==> src/rtl/bullet_fire_scheduler.sv <==
// bullet_fire_scheduler: converts the shoot level into rate-limited launch
// requests. It owns a pool of NUM_SLOTS bullet slots, picks the lowest free
// slot for each launch, and hands that slot to the bullet datapath.
// Latency: shoot sampled in IDLE raises fire_valid one cycle later. With shoot
// held, AUTO_FIRE=1 and fire_ready=1, one launch is accepted every COOLDOWN+2 cycles.
// Backpressure: fire_valid/fire_slot hold until fire_ready. A press with no
// free slot is dropped and never queued.
//
// Ports:
//   clk, reset   - system clock, asynchronous active-high reset
//   shoot        - shoot level from the keyboard block
//   game_active  - launches permitted only while high; dropping it aborts a pending request
//   slot_done    - one-cycle pulse per slot when its bullet expires or hits
//   fire_ready   - bullet datapath accepts the launch
//   fire_valid   - launch request pending
//   fire_slot    - slot to launch into; stable while fire_valid is high
//   slot_busy    - per-slot in-flight flags
//   shots_fired  - accepted launch count, wraps

module bullet_fire_scheduler #(
  parameter int NUM_SLOTS = 4,
  parameter int SLOT_W    = 2,
  parameter int COOLDOWN  = 8,
  parameter int CNT_W     = 16,
  parameter bit AUTO_FIRE = 1'b1
) (
  input  logic                 clk,
  input  logic                 reset,
  input  logic                 shoot,
  input  logic                 game_active,
  input  logic [NUM_SLOTS-1:0] slot_done,
  input  logic                 fire_ready,
  output logic                 fire_valid,
  output logic [SLOT_W-1:0]    fire_slot,
  output logic [NUM_SLOTS-1:0] slot_busy,
  output logic [CNT_W-1:0]     shots_fired
);

  localparam logic [1:0] ST_IDLE     = 2'd0;
  localparam logic [1:0] ST_REQ      = 2'd1;
  localparam logic [1:0] ST_COOL     = 2'd2;
  localparam logic [1:0] ST_WAIT_REL = 2'd3;

  // Counter only needs to hold COOLDOWN-1.
  localparam int CD_W = (COOLDOWN > 1) ? $clog2(COOLDOWN) : 1;

  logic [1:0]           r_state;
  logic                 r_fire_valid;
  logic [SLOT_W-1:0]    r_fire_slot;
  logic [NUM_SLOTS-1:0] r_slot_busy;
  logic [CNT_W-1:0]     r_shots;
  logic [CD_W-1:0]      r_cnt;

  logic [SLOT_W-1:0]    w_free_idx;
  logic                 w_any_free;
  logic                 w_accept;
  logic [NUM_SLOTS-1:0] w_set_mask;

  // Priority search from the top down, so the lowest free index wins.
  // It reads the registered busy vector, so a slot freed by slot_done in this
  // cycle becomes eligible only from the next cycle.
  always_comb begin
    w_free_idx = '0;
    for (int i = NUM_SLOTS - 1; i >= 0; i--) begin
      if (!r_slot_busy[i]) begin
        w_free_idx = SLOT_W'(i);
      end
    end
  end

  assign w_any_free = |(~r_slot_busy);

  // A game_active drop in REQ aborts the request, even when fire_ready is
  // high in the same cycle.
  assign w_accept   = (r_state == ST_REQ) && game_active && fire_ready;
  assign w_set_mask = w_accept ? (NUM_SLOTS'(1) << r_fire_slot) : '0;

  always_ff @(posedge clk or posedge reset) begin
    if (reset) begin
      r_state      <= ST_IDLE;
      r_fire_valid <= 1'b0;
      r_fire_slot  <= '0;
      r_slot_busy  <= '0;
      r_shots      <= '0;
      r_cnt        <= '0;
    end else begin
      // A done pulse and an accept on different slots both take effect.
      // A done pulse on an already-free slot does nothing.
      r_slot_busy <= (r_slot_busy & ~slot_done) | w_set_mask;

      case (r_state)
        ST_IDLE: begin
          if (shoot && game_active && w_any_free) begin
            r_state      <= ST_REQ;
            r_fire_valid <= 1'b1;
            r_fire_slot  <= w_free_idx;
          end
        end
        ST_REQ: begin
          // A shoot release does not withdraw the request. Only an abort or
          // an accept ends it.
          if (!game_active) begin
            r_state      <= ST_IDLE;
            r_fire_valid <= 1'b0;
          end else if (fire_ready) begin
            r_state      <= ST_COOL;
            r_fire_valid <= 1'b0;
            r_shots      <= r_shots + CNT_W'(1);
            r_cnt        <= CD_W'(COOLDOWN - 1);
          end
        end
        ST_COOL: begin
          if (r_cnt == '0) begin
            r_state <= AUTO_FIRE ? ST_IDLE : ST_WAIT_REL;
          end else begin
            r_cnt <= r_cnt - CD_W'(1);
          end
        end
        default: begin
          if (!shoot) begin
            r_state <= ST_IDLE;
          end
        end
      endcase
    end
  end

  assign fire_valid  = r_fire_valid;
  assign fire_slot   = r_fire_slot;
  assign slot_busy   = r_slot_busy;
  assign shots_fired = r_shots;

endmodule
==> config.mk <==
export PLATFORM = sky130hd
export DESIGN_NAME = bullet_fire_scheduler
export DESIGN_NICKNAME = d
export VERILOG_FILES = /design/src/rtl/bullet_fire_scheduler.sv
export SDC_FILE = /design/constraint.sdc
export NUM_CORES = 1
export LEC_CHECK = 0
export ABC_AREA = 0
export ABC_CLOCK_PERIOD_IN_PS = 2800
export CAP_MARGIN = 20
export CORE_UTILIZATION = 52
export CTS_CLUSTER_SIZE = 25
export DETAILED_ROUTE_END_ITERATION = 10
export GPL_TIMING_DRIVEN = 1
export PLACE_DENSITY = 0.84
export SLEW_MARGIN = 5
export SYNTH_ARGS = -nofsm -noshare
export SYNTH_HDL_FRONTEND = slang
export SYNTH_SLANG_ARGS = --single-unit
==> constraint.sdc <==
create_clock -name clk -period 2.8 [get_ports clk]
set_input_delay 0.56 -clock clk [delete_from_list [all_inputs] [get_ports clk]]
set_output_delay 0.56 -clock clk [all_outputs]
set_load 0.005 [all_outputs]
-- Word level (Yosys, flattened, before mapping)
Cells that the tools add are included.
- bits of input ports: 9
- word-level logic and storage cells: 55
- register bits: 28
- output and inout bits: 23
- shift operators: 1
- mux-type cells: 19
- eq/ne operators: 9
- reduce and logical (&&, ||, !) cells: 14
- bitwise gates (word level): 4
- add/subtract/negate cells: 2
- operators with widths (operator ; number):
    2-bit 2-to-1 mux ; 9
    16-bit by 1-bit adder with 16-bit output (second input constant) ; 1
    2-bit inequality test (second input constant) ; 5
    3-bit 2-to-1 mux ; 3
    4-bit NOT ; 2
    4-bit AND reduction ; 2
    2-bit case mux with 3 select lines ; 1
    3-bit case mux with 2 select lines ; 1
    3-bit AND reduction ; 2
    4-bit AND ; 1
    1-bit logical AND ; 4
    4-bit 2-to-1 mux ; 1
    4-bit by 1-bit inequality test with 1-bit output (second input constant) ; 1
    4-bit OR ; 1
    2-bit nonzero test ; 2
    4-bit OR reduction ; 1
    1-bit by 2-bit << shifter with 4-bit output (first input constant) ; 1
    3-bit zero test ; 1
    1-bit 2-to-1 mux ; 3
    3-bit inequality test (second input constant) ; 1
    3-bit by 1-bit subtractor with 3-bit output (second input constant) ; 1
    2-bit by 1-bit == test with 1-bit output (second input constant) ; 1
    2-bit == test (second input constant) ; 1
    2-bit zero test ; 1
    2 further kinds ; 2

-- Logic depth before layout (Yosys ltp)
Gate-level depths: netlist of run 1.
- depth in word-level cells: 5
- mapped depth: 6
- depth with buffers taken out: 6

-- Least setup slack after synthesis of run 1
Ideal clock, no wire load.
- path kind: input-to-reg
- start: input fire_ready
- end: register r_shots[7], in the netlist shots_fired[7]
- buffers on the path: 0
- setup time: 0.079 ns
- cell stages on the path: 4
- data required time: 2.721 ns
- path slack: 1.319 ns
- data arrival time: 1.402 ns
- path through: nand4b_4 -> or3_4 -> nor2_2 -> xor2_1
- longest elaborated chain between the ends: 1
- RTL lines (what ; line ; source):
    from (decl) ; 32 ; input logic fire_ready,
    3-bit AND reduction (no source line) ; -- ;
    to (signal assigned) ; 108 ; r_shots <= r_shots + CNT_W'(1);
    to (decl) ; 51 ; logic [CNT_W-1:0] r_shots;
Every way passes these cells.
A chain may end at the register's enable or synchronous reset.

-- Final worst setup path of run 1
- start: register r_shots[5], in the netlist shots_fired[5]
- end: output shots_fired[5]
- RTL lines (what ; line ; source):
    to (decl) ; 36 ; output logic [CNT_W-1:0] shots_fired
No word-level cell between the ends.

==> metrics.yaml, run 1 <==
postSynth.asyncResetShare: 1.00
globalRouteTotalUtil: 0.229
hold_path.class: "flop to flop"
synthDominantAreaCellType: "sky130_fd_sc_hd__dfrtp_1"
postCtsResizedCells: 0
yosys_top_cell_area_share: 0.539
cts-buffers-inserted: 3
ys_dominant_reg_cell: "sky130_fd_sc_hd__dfrtp_1"
initial_antenna_violation_count: 0
ffs_latches_synth: 28
global_route_wire_length_before_repair_um: 4420
fmax_ghz: 0.526
timing.reg2reg.worst_path_depth: 4
gpl.final_weighted_congestion: 0.779
worst_reg_to_reg_setup_slack_ns: 1.20
delay_of_the_slowest_critical_path_stage_ns: 0.54
final.period_utilization: 0.678
grt-ovfl-total: 0
worst_setup_path_endpoint: "shots_fired[5]"
cpMaxStageDelayCell: "sky130_fd_sc_hd__clkdlybuf4s50_1"
design.final.nets: 169
reg2reg_to: "shots_fired[7]"
skew_ns: 0.00512
initial_drc_count: 12
worst_ep_arrival_time_ns: 1.34
start_util: 0.571
nFillCells: 172
post-dp-hpwl_um: 1910
grt_max_degree: 29
final_hold_viol_count: 0
maxCapViolations: 0
yosys.cell_count.top_type: "sky130_fd_sc_hd__dfrtp_1"
hold_fix_buffers_at_cts: 0
port_buffers: 31
outcome: "finished, final reports clean"
ctsRootBufferMaster: "sky130_fd_sc_hd__clkbuf_4"
syn-mean-instance-area_um2: 10.6
worstMarginPinSlew_ns: 0.403
final_layout_size_suffix_gt1_frac: 0.0641
setup_viol: 0
sequential_cell_area_um2: 701
rows: 17
cts_post_setup_buffers_inserted: 0
htree_levels: 1
num_antenna_cells: 0
irDropWorstVdd_v: 0.000749
placement.setup.worst_slack_ns: 0.613
startpoint: "shots_fired[5]"
utilization: 0.744
via_per_inst: 5.40
stages_on_the_worst_setup_path: 1
synthesis.instances: 122
synth_warnings: 0
worst-path-max-fanout: 6
areaGrowthSynthToFinish_pct: 30.3
period_minus_slack_ns: 1.90
clockBufferDepth: 2
worst-path-buf-inv: 1
floorplan.die.width_um: 52.0
synth.top_cells.by_count: "sky130_fd_sc_hd__dfrtp_1 (28), sky130_fd_sc_hd__nand2_1 (19), sky130_fd_sc_hd__xnor2_1 (13)"
path_cells: "clkdlybuf4s50_1"
via_count: 994
pin_count: 32
synth_edf_count: 0
clock_latency_of_the_later_clocked_register_in_the_worst_skew_pair_ns: 0.33
setup.worst_path.start_class: "flop"
power_per_cell_area_nw_per_um2: 666
postSynthNetCount: 134
ys_top_cells_by_area: "sky130_fd_sc_hd__dfrtp_1 (54%), sky130_fd_sc_hd__xnor2_1 (8.8%), sky130_fd_sc_hd__nand2_1 (5.5%), sky130_fd_sc_hd__inv_1 (3.5%), sky130_fd_sc_hd__ha_1 (2.9%)"
report.final.slew_viol_count: 0
netlist-cell-type-count: 29
finalWorstSetupSlack_ns: 0.900
die-height_um: 52.0
fp.coreArea_um2: 2280
fin_tns_setup_ns: 0
clk_pin_slew_worst_paths_ns: 0.15
die_area_um2: 2700
drt_pass1_iterations: 5
critical-path-top-delay-family: "buffers and inverters"
wirelength_um: 2530
area_of_the_multi_input_gates_um2: 542
antenna_violating_nets_post_route: 0
cp-end-kind: "primary output"
p_leak_nw: 0.728
tritoncts_clock_tree: "yes"
avgRoutedWirePerCell_um: 13.8
synthesis.area_um2: 1300
clock_sinks: 28
route.detailed.drc: 0
grt_pass1_vias: 987
critPathKind: "flop to primary output"
max-slew-margin-rel: 0.729
worst_ep_required_time_ns: 2.24
synth_seq_area_share: 0.539
unrepaired_setup_endpoints_after_global_routing: "false"
r2r-start: "r_state[0]"
[worst reg2reg max path, stage by stage, from the launching register on]
cell,delay [ns]
sky130_fd_sc_hd__dfrtp_1,0.54
sky130_fd_sc_hd__nand4b_4,0.25
sky130_fd_sc_hd__or3_4,0.46
sky130_fd_sc_hd__nor2_2,0.14
sky130_fd_sc_hd__xor2_1,0.15
[flip-flops by register name (all words and copies together) (netlist names)]
name / flops
r_cnt: 3
fire_valid: 1
shots_fired: 16
slot_busy: 4
fire_slot: 2
r_state: 2
[area by class of cell]
class                   instances  share of cell area
inverters                      12              0.0266
multi-input cells              80               0.320
clock buffers                   3              0.0133
repair buffers                 32               0.188
clock inverters                 1              0.0177
flip-flops and latches         28               0.414
well taps                      28              0.0207
[report_power, final]
part | total (mW) | switching [mW] | internal, mW
logic | 0.306 | 0.133 | 0.173
registers | 0.561 | 0.0814 | 0.479
clock network | 0.262 | 0.117 | 0.145
[metrics by stage]
step	hold WS, ns	area, µm²	cells	power [mW]
6_report	0.481	1690	184	1.13
2_1_floorplan	0.445	1300	122	0.728
5_1_grt	0.498	1690	184	1.21
3_3_place_gp	0.457	1640	180	0.856
4_1_cts	0.483	1690	184	1.14
3_5_place_dp	0.465	1640	180	0.874
[kinds of logic (layout without fill, tap and decap cells)]
kind of cell               count (synthesis)  count (layout)  synth area share
AOI/OAI and AO/OA                         14              14            0.0684
xor gates and xnor gates                  16              16             0.108
adders and majority gates                  3               3            0.0289
buffers and inverters                     14              48            0.0433
DFF                                       28              28             0.539
muxes                                      2               2            0.0154
and+or+nand+nor                           45              45             0.197
[placed cells by master, fill, tap and decap left out, types with 4 or more instances in the layout]
cell type and instances:
sky130_fd_sc_hd__o21ai_0 4, sky130_fd_sc_hd__nand2_1 19, sky130_fd_sc_hd__nor2_1 5, sky130_fd_sc_hd__nand4_1 5, sky130_fd_sc_hd__dfrtp_1 28, sky130_fd_sc_hd__inv_1 12
sky130_fd_sc_hd__xnor2_1 13, sky130_fd_sc_hd__clkdlybuf4s50_1 31
[worst min-delay path by stage]
stage	from	end	cells after the start
final	r_cnt[0]	r_cnt[0]	1
after global routing	r_cnt[0]	r_cnt[0]	1
after CTS	r_cnt[0]	r_cnt[0]	1
after detailed placement	r_cnt[0]	r_cnt[0]	1
after global placement	r_cnt[0]	r_cnt[0]	1
after floorplan	r_cnt[0]	r_cnt[0]	1
[metal layers]
layer,vias to the layer above,GRT usage,share of wire
met5,-,0,0
met4,0,0.0991,0.017
li1,487,-,-
met1,476,0.291,0.46
met3,5,0.0497,0.048
met2,26,0.374,0.47
(Power assumes the default switching activity.)
==> run 2: changes to the inputs <==
ABC_CLOCK_PERIOD_IN_PS = 1800   (was 2800)
CORE_UTILIZATION = 48   (was 52)
PLACE_DENSITY = 0.78   (was 0.84)
clock period = 1.8 ns   (was 2.8 ns; I/O delays follow)
==> run 2 against run 1 <==
Net effect:
- setup slack worse by 0.78 ns
- final cell count up 2.2%
- wire length fell by 2.2%
- first-iteration DRC count decreased by 33%
- non-clock buffer count increased by 2
- register-to-register slack worse by 0.95 ns
- total power grew 45%
- hold slack lost 0.099 ns
- critical path type unchanged
==> metrics.yaml, run 2 (synthesis results as in run 1) <==
sequential_cell_area_um2: 701  # unchanged
fmax_ghz: 0.595
total_switching_power_uw: 499  # +51%
final.period_utilization: 0.933
via_count: 969  # -2.5%
cts_post_setup_buffers_inserted: 0  # unchanged
hold_fix_buffers_at_cts: 0  # unchanged
port_buffers: 31  # unchanged
placed_area_um2: 1660  # +1.1%
largest_register_ff_count: 16  # unchanged
design.final.nets: 171  # +1.2%
final_layout_size_suffix_gt1_frac: 0.0759  # +0.0118
cp-end-kind: "primary output"
worst-path-max-fanout: 6  # unchanged
irDropWorstVdd_v: 0.000648  # -13%
grt-ovfl-total: 0  # unchanged
path_cells: "clkdlybuf4s50_1"
setup_viol: 0  # unchanged
layout.cell_area.non_filler_um2: 1690  # about the same
gpl.final_weighted_congestion: 0.812  # +4.2%
power_per_cell_area_nw_per_um2: 968  # +45%
initial_antenna_violation_count: 0  # unchanged
final_cell_mix: "sky130_fd_sc_hd__clkdlybuf4s50_1 (31), sky130_fd_sc_hd__dfrtp_1 (28), sky130_fd_sc_hd__nand2_1 (19)"
antenna_violating_nets_post_route: 0  # unchanged
rows: 18  # +1
report.final.slew_viol_count: 0  # unchanged
nFillCells: 215  # +25%
wirelength_um: 2480  # -2.2%
clock_sinks: 28  # unchanged
area_of_the_multi_input_gates_um2: 542  # unchanged
cpMaxStageDelayCell: "sky130_fd_sc_hd__clkdlybuf4s50_1"
avgRoutedWirePerCell_um: 13.2  # -4.3%
final_hold_viol_count: 0  # unchanged
p_leak_nw: 0.730  # +0.28%
fin_tns_setup_ns: 0  # unchanged
ctsRootBufferMaster: "sky130_fd_sc_hd__clkbuf_4"
part_of_the_power_in_combinational_logic: 0.289  # +0.018
die_area_um2: 2920  # +8.0%
htree_levels: 1  # unchanged
clock_latency_of_the_later_clocked_register_in_the_worst_skew_pair_ns: 0.31  # -0.02 ns
swShare: 0.304  # +0.0109
num_antenna_cells: 0  # unchanged
period_minus_slack_ns: 1.68
worst_ep_arrival_time_ns: 1.32  # -0.02 ns
unrepaired_setup_endpoints_after_global_routing: "false"
post-dp-hpwl_um: 1850  # -3.1%
clk_pin_slew_worst_paths_ns: 0.14  # about the same
start_util: 0.515  # -0.0558
floorplan.die.width_um: 54.0  # +3.9%
die-height_um: 54.0  # +3.9%
grt_pass1_vias: 930  # -5.8%
drt_pass1_iterations: 4  # -1
route.detailed.drc: 0  # unchanged
grt_max_degree: 29  # unchanged
critical-path-top-delay-family: "buffers and inverters"
worst-path-buf-inv: 1  # unchanged
initial_drc_count: 8  # -4
tritoncts_clock_tree: "yes"
worstMarginPinSlew_ns: 0.400  # -0.00264 ns
most_frequent_standard_cell_in_the_layout_excluding_fill_and_tap_cells: "sky130_fd_sc_hd__clkdlybuf4s50_1"
areaGrowthSynthToFinish_pct: 30.4  # about the same
critPathKind: "flop to primary output"
share_seq_of_total_power: 0.531  # +0.034
delay_of_the_slowest_critical_path_stage_ns: 0.53  # about the same
setup.worst_path.start_class: "flop"
pin_count: 32  # unchanged
maxCapViolations: 0  # unchanged
max-slew-margin-rel: 0.731  # +0.00177
clockBufferDepth: 2  # unchanged
fp.coreArea_um2: 2520  # +11%
p_clk_frac: 0.180  # -0.052
skew_ns: 0.00320  # -0.00192 ns
power.internal_mw: 1.14  # +43%
via_per_inst: 5.15  # -4.6%
global_route_wire_length_before_repair_um: 4110  # -7.0%
outcome: "finished, final reports clean"
globalRouteTotalUtil: 0.198  # -0.0308
worst_ep_required_time_ns: 1.44  # -0.80 ns
cts-buffers-inserted: 3  # unchanged
hold_path.class: "primary input to asynchronous set/reset pin"
postCtsResizedCells: 0  # unchanged
run 2: cell count changes in the layout (fill, tap and decap cells not counted), sizes merged:
cell	delta
clkbuf	+1
bufinv	-1
buf	+2
run 2: per-layer routing:
layer / global-route usage / share of wire / vias to the layer above / wire length [µm]
li1: - / - / 480 / -
met2: 0.333 / 0.47 / 21 / 1160
met1: 0.258 / 0.48 / 466 / 1190
met5: 0 / 0 / - / 0
met3: 0.0339 / 0.045 / 2 / 111
met4: 0.0641 / 0.0048 / 0 / 12
run 2: cell type report:
cell class	count	share of cell area
clock buffer	4	0.0214
multi-input combinational	80	0.320
tap	30	0.0222
inverter	12	0.0266
timing repair buffer	34	0.196
sequential	28	0.414
run 2: path summary, 6_finish.rpt:
path	from	endpoint	slack [ns]	cells past startpoint
setup reg to reg	r_state[0]	shots_fired[8]	0.25	4
hold reg to reg	r_cnt[0]	r_cnt[0]	0.48	1
min in group clk	r_cnt[0]	r_cnt[0]	0.48	1
setup / recovery	shots_fired[5]	shots_fired[5]	0.12	1
hold / removal	reset	shots_fired[7]	0.38	3
max in group asynchronous	reset	r_state[1]	1.16	3
run 2: per-stage QoR:
stage,hold WS (ns),utilization,worst slack (ns),power (mW),instances
final,0.382,0.672,0.120,1.64,188
after floorplan,0.425,-,0.401,1.13,122
after global routing,0.407,0.672,0.0437,1.78,188
after detailed placement,0.465,0.657,-0.110,1.36,184
after global placement,0.456,0.657,-0.0452,1.33,184
after CTS,0.395,0.672,0.100,1.66,188
run 2: power groups by stage:
stage	logic, mW	registers (mW)	clock network, mW
CTS	0.482	0.869	0.308
finish	0.474	0.871	0.295
floorplan	0.279	0.854	0
global route	0.547	0.893	0.337
detailed placement	0.478	0.882	0
global placement	0.461	0.874	0
==> run 3: changes to the inputs <==
GPL_ROUTABILITY_DRIVEN = 0   (was default)
==> results of run 3 <==
The final DEF is identical to that of run 2; final timing and power are the same.
